### src/rtl/oled_pkg.sv
// Shared constants and types for the 96x64 OLED framebuffer path.
package oled_pkg;

  localparam int SCR_W   = 96;
  localparam int SCR_H   = 64;
  localparam int PIX_CNT = 6144;
  localparam int IDX_W   = 13;
  localparam int X_W     = 7;
  localparam int Y_W     = 6;

  typedef logic [IDX_W-1:0] pixel_idx_t;
  typedef logic [15:0]      rgb565_t;

  typedef enum logic [1:0] {
    IDLE = 2'd0,
    RUN  = 2'd1,
    FIN  = 2'd2
  } rect_state_t;

  // y*96 as (y<<6)+(y<<5) so no multiplier is inferred
  function automatic pixel_idx_t row_base_of(input logic [Y_W-1:0] y);
    pixel_idx_t s64;
    pixel_idx_t s32;
    s64 = {1'b0, y, 6'b000000};
    s32 = {2'b00, y, 5'b00000};
    return s64 + s32;
  endfunction

endpackage

### src/rtl/raster_counter.sv
// Column/row/row_base stepping for a raster-order rectangle walk.
module raster_counter
  import oled_pkg::*;
#(
  parameter int ROW_STEP = 96
) (
  input  logic             clk,
  input  logic             reset,
  input  logic             load,
  input  logic             adv,
  input  logic [X_W-1:0]   w_in,
  input  logic [X_W-1:0]   h_in,
  input  pixel_idx_t       base_in,
  output logic [X_W-1:0]   col_d,
  output pixel_idx_t       row_base_d,
  output logic             last
);

  logic [X_W-1:0] col_q;
  logic [X_W-1:0] row_q;
  logic [X_W-1:0] row_d;
  logic [X_W-1:0] w_m1_q;
  logic [X_W-1:0] w_m1_d;
  logic [X_W-1:0] h_m1_q;
  logic [X_W-1:0] h_m1_d;
  pixel_idx_t     row_base_q;

  assign last = (col_q == w_m1_q) && (row_q == h_m1_q);

  // Next-position logic: load starts at the top-left, adv steps in raster order
  always_comb begin
    col_d      = col_q;
    row_d      = row_q;
    row_base_d = row_base_q;
    w_m1_d     = w_m1_q;
    h_m1_d     = h_m1_q;
    if (load) begin
      col_d      = 7'd0;
      row_d      = 7'd0;
      row_base_d = base_in;
      w_m1_d     = w_in - 7'd1;
      h_m1_d     = h_in - 7'd1;
    end else if (adv) begin
      if (col_q == w_m1_q) begin
        col_d      = 7'd0;
        row_d      = row_q + 7'd1;
        row_base_d = row_base_q + IDX_W'(ROW_STEP);
      end else begin
        col_d      = col_q + 7'd1;
      end
    end else begin
      col_d      = col_q;
      row_d      = row_q;
    end
  end

  // Position registers
  always_ff @(posedge clk or posedge reset) begin
    if (reset) begin
      col_q      <= 7'd0;
      row_q      <= 7'd0;
      row_base_q <= 13'd0;
      w_m1_q     <= 7'd0;
      h_m1_q     <= 7'd0;
    end else begin
      col_q      <= col_d;
      row_q      <= row_d;
      row_base_q <= row_base_d;
      w_m1_q     <= w_m1_d;
      h_m1_q     <= h_m1_d;
    end
  end

endmodule

### src/rtl/rect_pixel_writer.sv
// Rectangle-fill command to linear framebuffer write stream (index = y*96 + x).
// Optional clipping to the visible screen is enabled with `define RECT_CLIP_EN.
module rect_pixel_writer
  import oled_pkg::*;
#(
  parameter int SCR_W   = 96,
  parameter int SCR_H   = 64,
  parameter int COLOR_W = 16
) (
  input  logic               clk,
  input  logic               reset,
  input  logic               cmd_valid,
  output logic               cmd_ready,
  input  logic [6:0]         cmd_x0,
  input  logic [5:0]         cmd_y0,
  input  logic [6:0]         cmd_w,
  input  logic [6:0]         cmd_h,
  input  logic [COLOR_W-1:0] cmd_color,
  output logic               wr_valid,
  input  logic               wr_ready,
  output logic [12:0]        wr_index,
  output logic [COLOR_W-1:0] wr_color,
  output logic               busy,
  output logic               done
);

  rect_state_t        state_q, state_d;
  logic               cmd_ready_q, cmd_ready_d;
  logic               wr_valid_q, wr_valid_d;
  pixel_idx_t         wr_index_q, wr_index_d;
  logic [COLOR_W-1:0] wr_color_q, wr_color_d;
  logic               busy_q, busy_d;
  logic               done_q, done_d;
  logic [6:0]         x0_q, x0_d;

  logic               load_s;
  logic               adv_s;
  logic               last_s;
  logic [6:0]         col_nxt_s;
  pixel_idx_t         row_base_nxt_s;
  logic [6:0]         w_eff_s;
  logic [6:0]         h_eff_s;
  logic [6:0]         x0_src_s;
  pixel_idx_t         idx_nxt_s;

`ifdef RECT_CLIP_EN
  logic [7:0] x_end_s;
  logic [7:0] y_end_s;

  // Clamp the rectangle to the visible area; clipped pixels never become beats
  always_comb begin
    x_end_s = {1'b0, cmd_x0} + {1'b0, cmd_w};
    y_end_s = {2'b00, cmd_y0} + {1'b0, cmd_h};
    if ({1'b0, cmd_x0} >= 8'(SCR_W)) begin
      w_eff_s = 7'd0;
    end else if (x_end_s > 8'(SCR_W)) begin
      w_eff_s = 7'(8'(SCR_W) - {1'b0, cmd_x0});
    end else begin
      w_eff_s = cmd_w;
    end
    if ({2'b00, cmd_y0} >= 8'(SCR_H)) begin
      h_eff_s = 7'd0;
    end else if (y_end_s > 8'(SCR_H)) begin
      h_eff_s = 7'(8'(SCR_H) - {2'b00, cmd_y0});
    end else begin
      h_eff_s = cmd_h;
    end
  end
`else
  logic unused_scr_h_s;
  assign unused_scr_h_s = (SCR_H == 0);
  assign w_eff_s = cmd_w;
  assign h_eff_s = cmd_h;
`endif

  raster_counter #(
    .ROW_STEP (SCR_W)
  ) u_raster (
    .clk        (clk),
    .reset      (reset),
    .load       (load_s),
    .adv        (adv_s),
    .w_in       (w_eff_s),
    .h_in       (h_eff_s),
    .base_in    (row_base_of(cmd_y0)),
    .col_d      (col_nxt_s),
    .row_base_d (row_base_nxt_s),
    .last       (last_s)
  );

  assign x0_src_s  = load_s ? cmd_x0 : x0_q;
  // Upper carry is dropped: without clipping an off-screen x spills into the next row
  assign idx_nxt_s = row_base_nxt_s + pixel_idx_t'(x0_src_s) + pixel_idx_t'(col_nxt_s);

  // FSM next state and next values of the registered outputs
  always_comb begin
    state_d     = state_q;
    cmd_ready_d = cmd_ready_q;
    wr_valid_d  = wr_valid_q;
    wr_color_d  = wr_color_q;
    busy_d      = busy_q;
    done_d      = 1'b0;
    x0_d        = x0_q;
    load_s      = 1'b0;
    adv_s       = 1'b0;
    case (state_q)
      IDLE: begin
        if (cmd_valid && cmd_ready_q) begin
          load_s      = 1'b1;
          x0_d        = cmd_x0;
          wr_color_d  = cmd_color;
          cmd_ready_d = 1'b0;
          if ((w_eff_s == 7'd0) || (h_eff_s == 7'd0)) begin
            state_d    = FIN;
            done_d     = 1'b1;
            busy_d     = 1'b0;
            wr_valid_d = 1'b0;
          end else begin
            state_d    = RUN;
            busy_d     = 1'b1;
            wr_valid_d = 1'b1;
          end
        end else begin
          cmd_ready_d = 1'b1;
        end
      end
      RUN: begin
        if (wr_ready) begin
          if (last_s) begin
            state_d    = FIN;
            done_d     = 1'b1;
            busy_d     = 1'b0;
            wr_valid_d = 1'b0;
          end else begin
            adv_s      = 1'b1;
          end
        end else begin
          adv_s = 1'b0;
        end
      end
      FIN: begin
        state_d     = IDLE;
        cmd_ready_d = 1'b1;
      end
      default: begin
        state_d     = IDLE;
        cmd_ready_d = 1'b1;
        wr_valid_d  = 1'b0;
        busy_d      = 1'b0;
      end
    endcase
    wr_index_d = (load_s || adv_s) ? idx_nxt_s : wr_index_q;
  end

  // State and output registers
  always_ff @(posedge clk or posedge reset) begin
    if (reset) begin
      state_q     <= IDLE;
      cmd_ready_q <= 1'b1;
      wr_valid_q  <= 1'b0;
      wr_index_q  <= 13'd0;
      wr_color_q  <= '0;
      busy_q      <= 1'b0;
      done_q      <= 1'b0;
      x0_q        <= 7'd0;
    end else begin
      state_q     <= state_d;
      cmd_ready_q <= cmd_ready_d;
      wr_valid_q  <= wr_valid_d;
      wr_index_q  <= wr_index_d;
      wr_color_q  <= wr_color_d;
      busy_q      <= busy_d;
      done_q      <= done_d;
      x0_q        <= x0_d;
    end
  end

  assign cmd_ready = cmd_ready_q;
  assign wr_valid  = wr_valid_q;
  assign wr_index  = wr_index_q;
  assign wr_color  = wr_color_q;
  assign busy      = busy_q;
  assign done      = done_q;

endmodule

### config.mk
export PLATFORM = sky130hd
export DESIGN_NAME = rect_pixel_writer
export DESIGN_NICKNAME = d
export VERILOG_FILES = /design/src/rtl/oled_pkg.sv /design/src/rtl/raster_counter.sv /design/src/rtl/rect_pixel_writer.sv
export SDC_FILE = /design/constraint.sdc
export NUM_CORES = 1
export LEC_CHECK = 0
export BUFFER_PORTS_ARGS = -buffer_cell sky130_fd_sc_hd__clkbuf_2
export CAP_MARGIN = 30
export CORE_MARGIN = 5
export CORE_UTILIZATION = 45
export CTS_CLUSTER_DIAMETER = 40
export DETAILED_ROUTE_END_ITERATION = 6
export HOLD_SLACK_MARGIN = 0.15
export PLACE_DENSITY = 0.65
export RECOVER_POWER = 100
export SYNTH_ARGS = -nofsm -noshare
export SYNTH_HDL_FRONTEND = slang
export SYNTH_SLANG_ARGS = --single-unit
### constraint.sdc
create_clock -name clk -period 4.6 [get_ports clk]
set_input_delay 0.23 -clock clk [delete_from_list [all_inputs] [get_ports clk]]
set_output_delay 0.23 -clock clk [all_outputs]
set_load 0.05 [all_outputs]
### Word level (Yosys, flattened, before mapping)

Cells that the tools add are included.

| storage, ports and cells | value |
|---|---|
| flip-flop bits (word level) | 82 |
| output and inout port bits | 33 |
| input bits | 47 |

| operators by class | value |
|---|---|
| add/sub/neg operators | 8 |
| multiplexer cells | 32 |
| reductions and logical operators | 13 |
| bitwise logic cells | 1 |
| equality and inequality tests | 7 |

Operator list:

| cell | count |
|---|---|
| $mux 7 | 7 |
| $mux 13 | 3 |
| $add 13x7->13 | 2 |
| $add 7x1->7 const B | 2 |
| $eq 7x7->1 | 2 |
| $logic_not 7->1 | 2 |
| $mux 1 | 14 |
| $sub 7x1->7 const B | 2 |
| $add 12x11->13 | 1 |
| $add 13x7->13 const B | 1 |
| $mux 2 | 4 |
| $ne 2x2->1 const B | 3 |
| $pmux 1 s2 | 2 |
| $pmux 2 s2 | 1 |
| $reduce_and 2->1 | 2 |
| $reduce_and 4->1 | 1 |
| $reduce_bool 2->1 | 2 |
| $pmux 1 s3 | 1 |
| $reduce_and 3->1 | 1 |
| $eq 2x1->1 const B | 1 |
| $eq 2x2->1 const B | 1 |
| $logic_and 1x1->1 | 2 |
| $logic_not 2->1 | 1 |
| $logic_or 1x1->1 | 2 |
| $not 1->1 | 1 |

### Depth between registers and ports, before layout

Gate-level depths: netlist of the first run.

| logic depth | value |
|---|---|
| depth in word-level cells | 9 |
| mapped depth | 22 |
| gate-level depth less buffers | 21 |

### Modules after synthesis

Synthesis of the first run repeated with hierarchy kept, for this count alone.

| unflattened totals | value |
|---|---|
| cells, all modules | 430 |
| area, all modules | 4574.4 µm² |

Modules (own cells, without submodules):

| module | seq. area each (µm²) | area an instance (µm²) | cells each | times used |
|---|---|---|---|---|
| rect_pixel_writer | 1027.2 | 2378.5 | 207 | 1 |
| raster_counter | 1026.0 | 2195.9 | 223 | 1 |

### Worst setup path before layout of the first run

No wires, ideal clock.

| timing path | value |
|---|---|
| kind | flip-flop to flip-flop |
| from | reg u_raster.row_q[0] |
| to | reg wr_index_q[10] (netlist: wr_index[10]) |
| clock period less this slack | 4.263 ns |
| cell stages (with the launch flop) | 20 |
| path buffers | 1 |
| path slack | 0.337 ns |
| arrival time | 4.126 ns |
| setup time | 0.137 ns |
| cell sequence | dfrtp_1 xor2_1 nor4_2 buf_2 a41oi_1 inv_1 o21ai_1 nor2_1 inv_1 fa_1 inv_1 ha_1 a21o_1 a21oi_1 nor2b_1 o21a_1 o41ai_1 a211oi_2 xnor2_1 a21oi_1 |

RTL lines:

| item | line | source |
|---|---|---|
| start: declaration | raster_counter.sv:20 | `logic [X_W-1:0] row_q;` |
| start signal: assignment | raster_counter.sv:67 | `row_q <= row_d;` |
| $eq 7x7->1 | raster_counter.sv:28 | `assign last = (col_q == w_m1_q) && (row_q == h_m1_q);` |
| $logic_and 1x1->1 | raster_counter.sv:28 |  |
| $mux 1 | rect_pixel_writer.sv:129 | `if (last_s) begin` |
| $mux 1 | rect_pixel_writer.sv:128 | `if (wr_ready) begin` |
| $mux 1 | rect_pixel_writer.sv:106 | `case (state_q)` |
| $mux 7 | raster_counter.sv:43 | `end else if (adv) begin` |
| $mux 7 | raster_counter.sv:37 | `if (load) begin` |
| named net col_nxt_s[2] | rect_pixel_writer.sv:39 | `logic [6:0] col_nxt_s;` |
| $add 13x7->13 | rect_pixel_writer.sv:93 | `assign idx_nxt_s = row_base_nxt_s + pixel_idx_t'(x0_src_s) + pixel_idx_t'(col_nxt_s);` |
| end signal: assignment | rect_pixel_writer.sv:170 | `wr_index_q <= wr_index_d;` |
| end: declaration | rect_pixel_writer.sv:30 | `pixel_idx_t wr_index_q, wr_index_d;` |

The timed path passes the listed nets, and every way through them passes these cells.
A chain may end at the register's enable or synchronous reset.

### Worst setup path after layout of the first run

| timing path | value |
|---|---|
| from | reg u_raster.row_q[4] |
| to | reg wr_index_q[10] (netlist: wr_index[10]) |

The elaborated chain is that of the path after synthesis.

==> results of run 1 <==
## layer usage
layer  vias to the layer above  global-route usage (%)  part of all wire, %
met3                        13                   3.043                  3.9
met1                      1754                   21.61                   45
li1                       1833                       -                    -
met4                         0                   6.002                  1.6
met5                         -                       0                    0
met2                        73                   28.98                   49
## per-stage QoR
| step | utilization [%] | cell area, um2 | cells |
|---|---|---|---|
| after floorplan | - | 4652 | 486 |
| after global routing | 55.42 | 5644 | 735 |
| after global placement | 51.39 | 5234 | 693 |
| after detailed placement | 51.39 | 5234 | 693 |
| final | 55.42 | 5644 | 735 |
| after CTS | 56.22 | 5725 | 734 |
## registers in the layout, summed over array words and instances (netlist names)
name	count
u_raster.row_base_q	13
u_raster.h_m1_q	7
busy	1
u_raster.col_q	7
wr_index	13
done	1
state_q	2
u_raster.row_q	7
wr_color	16
u_raster.w_m1_q	7
cmd_ready	1
x0_q	7
## layout by cell type (no fill, tap or decap), types with 4 or more instances in the layout
cell           instances
fa_1                   9
xnor2_1               23
o31ai_1                4
inv_1                 33
nand2_1               98
a21oi_1               16
mux2i_1                8
o21ai_0               23
buf_4                  6
xor2_1                22
nor3_1                 8
clkbuf_2              46
a211oi_1               5
clkbuf_8               9
nand2b_1               7
nor2_1                40
ha_1                  20
dfrtp_1               81
or4_1                  4
nand4_1                5
clkbuf_1              37
dlygate4sd3_1         25
## cell families (layout without fill, tap and decap cells)
logic type | after synthesis | in the layout | synth area share, %
AO/OA/AOI/OAI | 75 | 75 | 11.35
XOR/XNOR | 46 | 46 | 8.822
adder cells (fa/ha/maj) | 29 | 29 | 9.252
buffers and inverters | 51 | 164 | 4.357
flip-flops | 82 | 82 | 44.14
multiplexers | 8 | 8 | 1.721
AND/OR/NAND/NOR | 195 | 195 | 20.36
## worst paths after layout
| kind | startpoint | endpoint | slack [ns] |
|---|---|---|---|
| worst max-delay path | u_raster.row_q[4] | wr_index[10] | 0.40 |
| worst min-delay path | cmd_x0[5] | x0_q[5] | 0.16 |
| worst max register to register | u_raster.row_q[4] | wr_index[10] | 0.40 |
| worst min register to register | wr_color[15] | wr_color[15] | 0.48 |
| max in group asynchronous | reset | u_raster.row_base_q[11] | 2.13 |
| min in group asynchronous | reset | wr_color[10] | 0.51 |
## layout make-up
class / count / area, um2 / share of cell area [%]
Sequential cell: 82 / 2053 / 36.38
Timing Repair Buffer: 114 / 680.7 / 12.06
Tap cell: 136 / 170.2 / 3.015
Multi-Input combinational cell: 353 / 2370 / 41.99
Clock inverter: 6 / 113.9 / 2.017
Clock buffer: 10 / 127.6 / 2.261
Inverter: 34 / 128.9 / 2.283
## critical path, stage by stage (launching register included)
cell and delay, ns:
dfrtp_1 0.44, xnor2_1 0.17, nand4_1 0.13, nor4_2 0.22, a41oi_1 0.19, buf_4 0.20
nand2_1 0.07, xor2_1 0.06, nor2_1 0.12, inv_1 0.07, fa_1 0.56, inv_1 0.05
ha_1 0.28, a21o_1 0.15, a21oi_1 0.21, nor2b_1 0.07, o21a_1 0.19, o41ai_1 0.43
a211oi_1 0.16, xnor2_1 0.17, a21oi_1 0.17
## power by group through the flow
stage	logic [mW]	clock network [mW]	registers, mW
2_1_floorplan	1.01	0	1.62
3_3_place_gp	1.85	0	1.19
3_5_place_dp	1.89	0	1.20
4_1_cts	1.91	0.639	1.19
5_1_grt	2.04	0.670	1.23
6_report	1.83	0.626	1.19
## timing repair
| item | in CTS | in global routing |
|---|---|---|
| gates resized for setup | 0 | 3 |
| endpoints found under the setup margin | 0 | 2 |
| hold buffers | 25 | 0 |
| buffers inserted | 0 | 1 |
| hold endpoints to repair | 42 | 0 |
==> summary.txt, run 1 <==
Die
  – Starting Density: a little under half
  – Core Region: slightly above 10000 um2
  – Overall die width: 111.7 um
  – Die Height: 111.7 um
  – Die footprint: between 10000 and 15000 um2
  – IO Pins: 80
  – Core Rows: 37

Power
  – Static Leak: roughly 2.6 nW
  – VDD IR max: 0.0003575 V
  – Register share of total power: between 30 and 40%
  – Sw Share: about 47%
  – Power Internal: approximately 1.9 mW
  – P_sw: ~1.7 mW
  – Power per cell area: about 650 nW/um2
  – Clock network fraction of total power: roughly 17%
  – Logic pwr share: between 50% and 60%
  – Design Power: about 3.6 mW

Global route
  – Initial antenna violation count: 0
  – Total GRT Usage: between 10% and 20%
  – Largest net degree at the start of global routing: 65
  – Vias in the first global route: 3785
  – Remaining global-route overflow: 0
  – First-pass GRT wire length: between 15000 and 20000 um

Timing
  – RSZ-0062 raised after global routing: no
  – Setup TNS: 0 ns
  – Headroom to the max-slew limit: -5.395%
  – Final setup fails: 0
  – Fmax: 238.0 MHz
  – Crit path time final: between 4 and 5 ns
  – Final Hold Fails: 0
  – Final Skew: between 0.009 and 0.01 ns
  – Setup ws final: between 0.3 and 0.4 ns
  – Slew Viols, Final: 106
  – Worst hold slack: ~0.16 ns
  – Worst slew pin tran: roughly 1.6 ns
  – Final period util: approximately 90%

Logic synthesis
  – Post-Syn Area per Cell: roughly 9.6 um2
  – FFs w/ async S/R, synth: 100.0%
  – Synth cell types: 58
  – Yosys reg bits: between 80 and 90
  – Cell Area, Synth: 4652 um2
  – Sequential share of the synthesized area: ~44%
  – Yosys top cell area share: between 40% and 50%
  – Ys Warns: 0
  – Most instantiated library cell after synthesis: nand2_1
  – Post-synth EDFFs: 0
  – Synth Flop Type: dfrtp_1
  – Area leader, netlist: dfrtp_1
  – Synth Net Count: 562
  – Top cells by area, synth: dfrtp_1 44%, nand2_1 7.9%, ha_1 5.4%, xnor2_1 4.3%, xor2_1 4.1%
  – Synth cell count leaders: 98 x nand2_1, 81 x dfrtp_1, 40 x nor2_1
  – Cells after synthesis: roughly 490

Clock tree
  – Worst-path clk slew: approximately 0.080 ns
  – H-tree level count: 3
  – Root Buffer: clkbuf_8
  – CTS tree: done
  – Cts bufs inserted: 9
  – Clk Latency, worst-skew pair: approximately 0.35 ns
  – Clock Tree Buf Depth: 2
  – Clk sinks: 82

Drt
  – Antenna Violating Nets Remaining: 0
  – TritonRoute pass-1 iters: 4
  – DRC Markers: 0
  – First DRT Iteration DRCs: roughly 170
  – Routed WL: roughly 10000 um
  – WL/cell: approximately 14 um
  – DR vias: between 3000 and 4000
  – Via/cell ratio: 4.997

Hold path
  – Hold Path Cell Cnt: 3
  – Tightest Hold Check Type: in -> reg

Status
  – Failing checks: max-capacitance violations, max-slew violations
  – Run status: finished with violations

Placed design
  – IO buf count: 79
  – Routability Congestion: 0.8549
  – Pre-CTS setup slack: between 0.3 and 0.4 ns
  – Final HPWL DP: roughly 7400 um

Layout
  – Layout area overhead: 21.33%
  – Fillers: 926
  – Layout cell share with drive strength beyond 1: around 14%
  – Nets: 670
  – ANT cells: 0

Setup path
  – Cell count of the worst reg-to-reg path: 20
  – Type of origin of the critical path: register
  – Worst EP required: between 4 and 5 ns
  – Worst EP arrival: 4.48 ns
  – Critical path type: reg -> reg
  – CP Max Fanout: 5
  – Setup crit end kind: register

Run
  – Max-Cap Viols: 2
Note: power is estimated with default switching activity, not from simulation.
==> inputs of run 2 (changes only) <==
--- a/config.mk
+++ b/config.mk
@@ -12,7 +12,7 @@
 export CTS_CLUSTER_DIAMETER = 40
 export DETAILED_ROUTE_END_ITERATION = 6
 export HOLD_SLACK_MARGIN = 0.15
-export PLACE_DENSITY = 0.65
+export PLACE_DENSITY = 0.73
 export RECOVER_POWER = 100
 export SYNTH_ARGS = -nofsm -noshare
 export SYNTH_HDL_FRONTEND = slang
==> summary.txt, run 2 (synthesis gave the netlist of run 1 again) <==
Layout
  – Commonest non-fill, non-tap cell in the layout: nand2_1
  – ANT cells: 0 (unchanged)
  – Layout area overhead: 20.76%
  – Number of flip-flops in the largest register: 16 (unchanged)
  – Area of the multi-input gates: 2372 um2 (+0.11%)
  – Register Area: 2053 um2 (unchanged)
  – Fin cells: 735 (unchanged)
  – Nets: 670 (unchanged)
  – Post-layout util: 55.16% (-0.26 points)
  – Layout cell share with drive strength beyond 1: 14.02% (unchanged)
  – Commonest non-fill, non-tap cells in the layout: 98 x nand2_1, 81 x dfrtp_1, 46 x clkbuf_2, 40 x nor2_1, 36 x clkbuf_1
  – Fillers: 930 (+0.43%)

Timing
  – Headroom to the max-slew limit: -12.24% (-6.8 points)
  – Crit path time final: 4.257 ns (+0.05489 ns)
  – Fmax: 234.9 MHz (-1.3%)
  – Final Hold Fails: 0 (unchanged)
  – Final period util: 92.54% (+1.2 points)
  – Slew Viols, Final: 70 (-34%)
  – Worst slew pin tran: 1.684 ns (+0.1027 ns)
  – Final setup fails: 0 (unchanged)
  – Setup ws final: 0.3432 ns (-0.05489 ns)
  – Final Skew: 0.009123 ns (-0.0007432 ns)

Setup path
  – Worst EP arrival: 4.50 ns (+0.02 ns)
  – CP Max Fanout: 8 (+3)
  – Setup crit end kind: register
  – Worst EP required: 4.84 ns (-0.04 ns)
  – Critical path type: reg -> reg
  – Cell count of the worst reg-to-reg path: 19 (-5.0%)
  – Reg2reg setup slack: 0.34 ns (-0.05 ns)
  – Reg2Reg Capture Point: wr_index[9]
  – Worst Setup EP: wr_index[9]
  – Reg2reg start: u_raster.col_q[3]
  – Type of origin of the critical path: register
  – Worst Setup SP: u_raster.col_q[3]

Global route
  – Initial antenna violation count: 0 (unchanged)
  – Total GRT Usage: 17.42% (+0.47 points)
  – First-pass GRT wire length: 17870 um (+1.8%)
  – Largest net degree at the start of global routing: 70 (+7.7%)
  – Remaining global-route overflow: 0 (unchanged)
  – Vias in the first global route: 3962 (+4.7%)

Run
  – Max-Cap Viols: 1 (-1)

Power
  – Register share of total power: 33.0% (+0.4 points)
  – Sw Share: 47.84% (+0.73 points)
  – Power per cell area: 639.6 nW/um2 (-0.90%)
  – P_sw: 1.719 mW (+0.17%)
  – Power Internal: 1.874 mW (-2.7%)
  – Design Power: 3.593 mW (-1.4%)
  – Logic pwr share: 51.0% (+0.7 points)
  – VDD IR max: 0.0003162 V (-12%)
  – Clock network fraction of total power: 16.0% (-1.2 points)
  – Static Leak: 2.635 nW (about the same)

Die
  – Core Rows: 37 (unchanged)
  – Core Region: 10180 um2 (unchanged)
  – Overall die width: 111.7 um (unchanged)
  – Die Height: 111.7 um (unchanged)
  – Starting Density: 45.68% (unchanged)
  – Die footprint: 12470 um2 (unchanged)
  – IO Pins: 80 (unchanged)

Placed design
  – Placed Cells: 693 (unchanged)
  – Final HPWL DP: 7623 um (+3.1%)
  – Routability Congestion: 0.8626 (+0.90%)
  – IO buf count: 79 (unchanged)
  – Pre-CTS setup slack: 0.3003 ns (-0.05621 ns)

Drt
  – Routed WL: 10460 um (+2.8%)
  – DR vias: 3718 (+1.2%)
  – Antenna Violating Nets Remaining: 0 (unchanged)
  – Via/cell ratio: 5.059 (+1.2%)
  – WL/cell: 14.23 um (+2.8%)
  – TritonRoute pass-1 iters: 4 (unchanged)
  – First DRT Iteration DRCs: 130 (-22%)
  – DRC Markers: 0 (unchanged)

Clock tree
  – Post CTS Setup Buffer Count: 0 (unchanged)
  – Clk Latency, worst-skew pair: 0.36 ns (about the same)
  – H-tree level count: 3 (unchanged)
  – CTS tree: done
  – Clock Tree Buf Depth: 2 (unchanged)
  – Root Buffer: clkbuf_8
  – Cts bufs inserted: 9 (unchanged)
  – Clk sinks: 82 (unchanged)
  – Worst-path clk slew: 0.08 ns (about the same)

Status
  – Run status: finished with violations
  – Failing checks: max-capacitance violations, max-slew violations

Hold path
  – Tightest Hold Check Type: in -> reg
-- run 2: power groups by stage --
stage / sequential, mW / clock (mW) / combinational (mW)
6_report: 1.19 / 0.574 / 1.83
5_1_grt: 1.22 / 0.617 / 2.02
4_1_cts: 1.19 / 0.590 / 1.91
3_5_place_dp: 1.21 / 0 / 1.88
3_3_place_gp: 1.19 / 0 / 1.83
2_1_floorplan: 1.62 / 0 / 1.01
-- run 2: through the flow --
step | hold slack, ns | cell area, um2 | TNS [ns]
4_1_cts | 0.1598 | 5700 | 0
6_report | 0.1727 | 5618 | 0
5_1_grt | 0.1681 | 5618 | -0.003237
3_3_place_gp | 0.1404 | 5221 | 0
2_1_floorplan | 0.3354 | 4652 | 0
3_5_place_dp | 0.1421 | 5221 | 0
-- run 2: worst max-delay path, stage by stage (launching register included) --
cell and delay (ns):
dfrtp_1 0.44, xor2_1 0.21, nor4_4 0.31, nand3_1 0.14, buf_4 0.20, nor3_4 0.36
xnor2_1 0.11, o21ai_0 0.27, inv_1 0.10, fa_1 0.52, inv_1 0.05, ha_1 0.32
o21a_1 0.12, o31a_1 0.11, o21ai_0 0.14, nand2b_1 0.10, a21oi_1 0.30, a21oi_1 0.09
xnor2_1 0.18, a21oi_1 0.09
-- run 2: how the worst min path moves through the flow --
stage / start / endpoint / slack [ns] / cells past startpoint
6_report: cmd_x0[5] / x0_q[5] / 0.17 / 3
5_1_grt: cmd_x0[2] / x0_q[2] / 0.17 / 3
4_1_cts: cmd_x0[2] / x0_q[2] / 0.16 / 3
3_5_place_dp: reset / wr_color[12] / 0.14 / 2
3_3_place_gp: reset / wr_color[12] / 0.14 / 2
2_1_floorplan: cmd_color[0] / wr_color[0] / 0.34 / 2
-- run 2: repair_timing --
action | 4_1_cts | 5_1_grt
setup endpoints to repair | 0 | 3
resized for setup | 0 | 1
hold buffers | 26 | 0
endpoints found under the hold margin | 38 | 0
-- run 2: layout make-up --
cell class                      count  share of cell area [%]
Clock buffer                       11                   2.517
Timing Repair Buffer              114                   12.00
Tap cell                          136                   3.029
Clock inverter                      5                   1.381
Multi-Input combinational cell    353                   42.23
Inverter                           34                   2.294
Sequential cell                    82                   36.55
-- run 2: routing by layer --
layer  vias up  share of wire, %  global-route usage, %
met3        25               3.4                  3.533
met2        72                50                  29.66
met1      1783                44                  20.65
li1       1838                 -                      -
met5         -                 0                      0
met4         0               2.8                  9.408
==> inputs of run 3 (changes only) <==
--- a/config.mk
+++ b/config.mk
@@ -5,6 +5,7 @@
 export SDC_FILE = /design/constraint.sdc
 export NUM_CORES = 1
 export LEC_CHECK = 0
+export ABC_AREA = 1
 export BUFFER_PORTS_ARGS = -buffer_cell sky130_fd_sc_hd__clkbuf_2
 export CAP_MARGIN = 30
 export CORE_MARGIN = 5
==> summary.txt, run 3 <==
Status
  – Run status: finished with violations
  – Failing checks: max-capacitance violations, max-slew violations

Logic synthesis
  – Yosys reg bits: 82 (unchanged)
  – Post-Syn Area per Cell: 7.729 um2 (-19%)
  – Synth cell types: 37 (-36%)
  – Synth cell count leaders: 206 x nand2_1, 84 x inv_1, 81 x dfrtp_1
  – Cell Area, Synth: 4746 um2 (+2.0%)
  – Cells after synthesis: 614 (+26%)
  – Area leader, netlist: dfrtp_1
  – FFs w/ async S/R, synth: 100.0% (unchanged)
  – Post-synth EDFFs: 0 (unchanged)
  – Synth Net Count: 690 (+23%)
  – Top cells by area, synth: dfrtp_1 43%, nand2_1 16%, inv_1 6.6%, ha_1 5.3%, o21ai_0 5.1%
  – Most instantiated library cell after synthesis: nand2_1
  – Yosys top cell area share: 42.71% (-0.86 points)
  – Sequential share of the synthesized area: 43.26% (-0.87 points)
  – Synth Flop Type: dfrtp_1
  – Ys Warns: 0 (unchanged)

Setup path
  – Worst EP required: 4.86 ns (+0.02 ns)
  – Setup crit end kind: register
  – CP Max Fanout: 7 (-1)
  – Slowest CP cell: fa_1
  – Worst path top cell family by delay: simple AND/OR/NAND/NOR gates
  – Sum of buffers and inverters on the critical path: 3 (unchanged)
  – Most used cell, CP: nand2_1
  – Reg2reg start: u_raster.col_q[0]
  – Reg2Reg Capture Point: wr_index[12]
  – CP peak stage delay: 0.55 ns (+0.03 ns)
  – Reg2reg setup slack: 0.29 ns (-0.06 ns)
  – Critical path type: reg -> reg
  – Worst Setup SP: u_raster.col_q[0]
  – Type of origin of the critical path: register
  – Cell count of the worst reg-to-reg path: 30 (+11)
  – Worst EP arrival: 4.58 ns (+0.08 ns)

Drt
  – Via/cell ratio: 4.824 (-4.6%)
  – TritonRoute pass-1 iters: 4 (unchanged)
  – DR vias: 4163 (+12%)
  – DRC Markers: 0 (unchanged)
  – WL/cell: 12.55 um (-12%)
  – Antenna Violating Nets Remaining: 0 (unchanged)
  – First DRT Iteration DRCs: 161 (+24%)
  – Routed WL: 10830 um (+3.5%)

Timing
  – Slew Viols, Final: 72 (+2.9%)
  – Fmax: 231.8 MHz (-1.3%)
  – Final period util: 93.78% (+1.2 points)
  – Final Skew: 0.007797 ns (-0.001327 ns)
  – Headroom to the max-slew limit: -13.44% (-1.2 points)
  – Final Hold Fails: 0 (unchanged)
  – Crit path time final: 4.314 ns (+0.05729 ns)
  – Worst slew pin tran: 1.702 ns (+0.01800 ns)
  – Final setup fails: 0 (unchanged)

Layout
  – Number of flip-flops in the largest register: 16 (unchanged)
  – Nets: 798 (+19%)
  – Layout cell share with drive strength beyond 1: 13.20% (-0.82 points)
  – Commonest non-fill, non-tap cells in the layout: 206 x nand2_1, 81 x inv_1, 81 x dfrtp_1
  – Fillers: 943 (+1.4%)
  – Final Cell Area: 5722 um2 (+1.8%)
  – Commonest non-fill, non-tap cell in the layout: nand2_1
  – Layout area overhead: 20.56%
  – ANT cells: 0 (unchanged)

Placed design
  – Routability Congestion: 0.9244 (+7.2%)
  – IO buf count: 79 (unchanged)
  – Placed cell area: 5279 um2 (+1.1%)
  – Final HPWL DP: 8118 um (+6.5%)

Power
  – VDD IR max: 0.0004600 V (+45%)
  – Logic pwr share: 48.2% (-2.8 points)
  – Clock network fraction of total power: 18.8% (+2.8 points)
  – P_sw: 1.306 mW (-24%)
  – Power Internal: 1.640 mW (-13%)
  – Register share of total power: 33.0% (about the same)
  – Sw Share: 44.34% (-3.5 points)
  – Power per cell area: 514.8 nW/um2 (-20%)
  – Static Leak: 3.092 nW (+17%)
  – Design Power: 2.946 mW (-18%)

Clock tree
  – Cts bufs inserted: 9 (unchanged)
  – Worst-path clk slew: 0.09 ns (about the same)
  – Clk Latency, worst-skew pair: 0.36 ns (about the same)
  – Clock Tree Buf Depth: 2 (unchanged)
  – H-tree level count: 3 (unchanged)
  – Clk sinks: 82 (unchanged)
  – Root Buffer: clkbuf_8
  – CTS tree: done

Die
  – Core Region: 10320 um2 (+1.4%)
  – Die footprint: 12700 um2 (+1.8%)
  – Starting Density: 45.97% (+0.29 points)
  – Overall die width: 112.7 um (+0.91%)
  – Die Height: 112.7 um (+0.91%)
  – Core Rows: 37 (unchanged)
  – IO Pins: 80 (unchanged)

Hold path
  – Hold Path Cell Cnt: 4 (+1)
  – HP Start: cmd_w[0]
  – Worst Hold End: u_raster.w_m1_q[0]
  – Tightest Hold Check Type: in -> reg

Global route
  – Initial antenna violation count: 0 (unchanged)
  – Largest net degree at the start of global routing: 72 (+2.9%)
  – Total GRT Usage: 18.09% (+0.66 points)
  – First-pass GRT wire length: 18910 um (+5.8%)
  – Vias in the first global route: 4312 (+8.8%)
  – Remaining global-route overflow: 0 (unchanged)

Run
  – Max-Cap Viols: 1 (unchanged)
[run 3: layout make-up]
| class | count | area [um2] | area share, % |
|---|---|---|---|
| sequential | 82 | 2053 | 35.88 |
| clock buffer | 11 | 151.4 | 2.646 |
| timing repair buffer | 112 | 646.9 | 11.31 |
| tap | 136 | 170.2 | 2.974 |
| clock inverter | 5 | 60.06 | 1.050 |
| multi-input combinational | 428 | 2305 | 40.28 |
| inverter | 89 | 335.3 | 5.860 |
[run 3: kinds of logic (layout without fill, tap and decap cells)]
| family | after synthesis | after routing | synth area share [%] |
|---|---|---|---|
| flops | 82 | 82 | 43.26 |
| simple gates | 298 | 298 | 26.05 |
| buf+inv | 104 | 217 | 8.700 |
| xor+xnor | 22 | 22 | 4.060 |
| fa+ha+maj | 29 | 29 | 9.069 |
| compound gates | 79 | 79 | 8.858 |
[run 3: how the worst max path moves through the flow]
| stage | depth (start not counted) | endpoint | slack [ns] |
|---|---|---|---|
| floorplan | 20 | wr_index[11] | 0.56 |
| global placement | 22 | wr_index[11] | 0.32 |
| detailed placement | 25 | wr_index[11] | 0.15 |
| CTS | 25 | wr_index[11] | 0.14 |
| global route | 30 | wr_index[12] | -0.01 |
| finish | 30 | wr_index[12] | 0.29 |
[run 3: metal layers]
| metal | part of all wire, % | routed length [um] | track usage (%) | up-vias |
|---|---|---|---|---|
| met1 | 43 | 4679 | 22.18 | 1942 |
| met5 | 0 | 0 | 0 | - |
| met4 | 1.2 | 133 | 5.529 | 0 |
| met2 | 50 | 5447 | 31.16 | 94 |
| li1 | - | - | - | 2116 |
| met3 | 5.2 | 567 | 4.866 | 11 |
[run 3: what timing repair did]
action | in CTS | in global routing
gates resized for setup | 0 | 10
setup buffers | 0 | 7
hold buffers | 21 | 0
setup endpoints to repair | 0 | 4
hold endpoints to repair | 31 | 0
[run 3: stage by stage]
step | TNS (ns) | setup WS [ns] | instances | util, % | hold WS, ns
2_1_floorplan | 0 | 0.5623 | 614 | - | 0.3468
5_1_grt | -0.01025 | -0.01025 | 863 | 55.42 | 0.1923
3_3_place_gp | 0 | 0.3197 | 819 | 51.13 | 0.1282
3_5_place_dp | 0 | 0.1457 | 819 | 51.13 | 0.1299
4_1_cts | 0 | 0.1367 | 856 | 55.22 | 0.1679
6_report | 0 | 0.2859 | 863 | 55.42 | 0.1826
[run 3: tightest hold or removal path, cell delays in order]
cell and delay, ns:
clkbuf_2 0.07, inv_1 0.05, nand2_1 0.06, o21ai_0 0.08
[run 3: power by group through the flow]
stage               clock, mW  sequential [mW]  combinational, mW
floorplan                   0             1.16              0.840
global placement            0            0.976               1.31
detailed placement          0            0.980               1.35
CTS                     0.571            0.967               1.37
global route            0.596            0.992               1.60
finish                  0.555            0.971               1.42
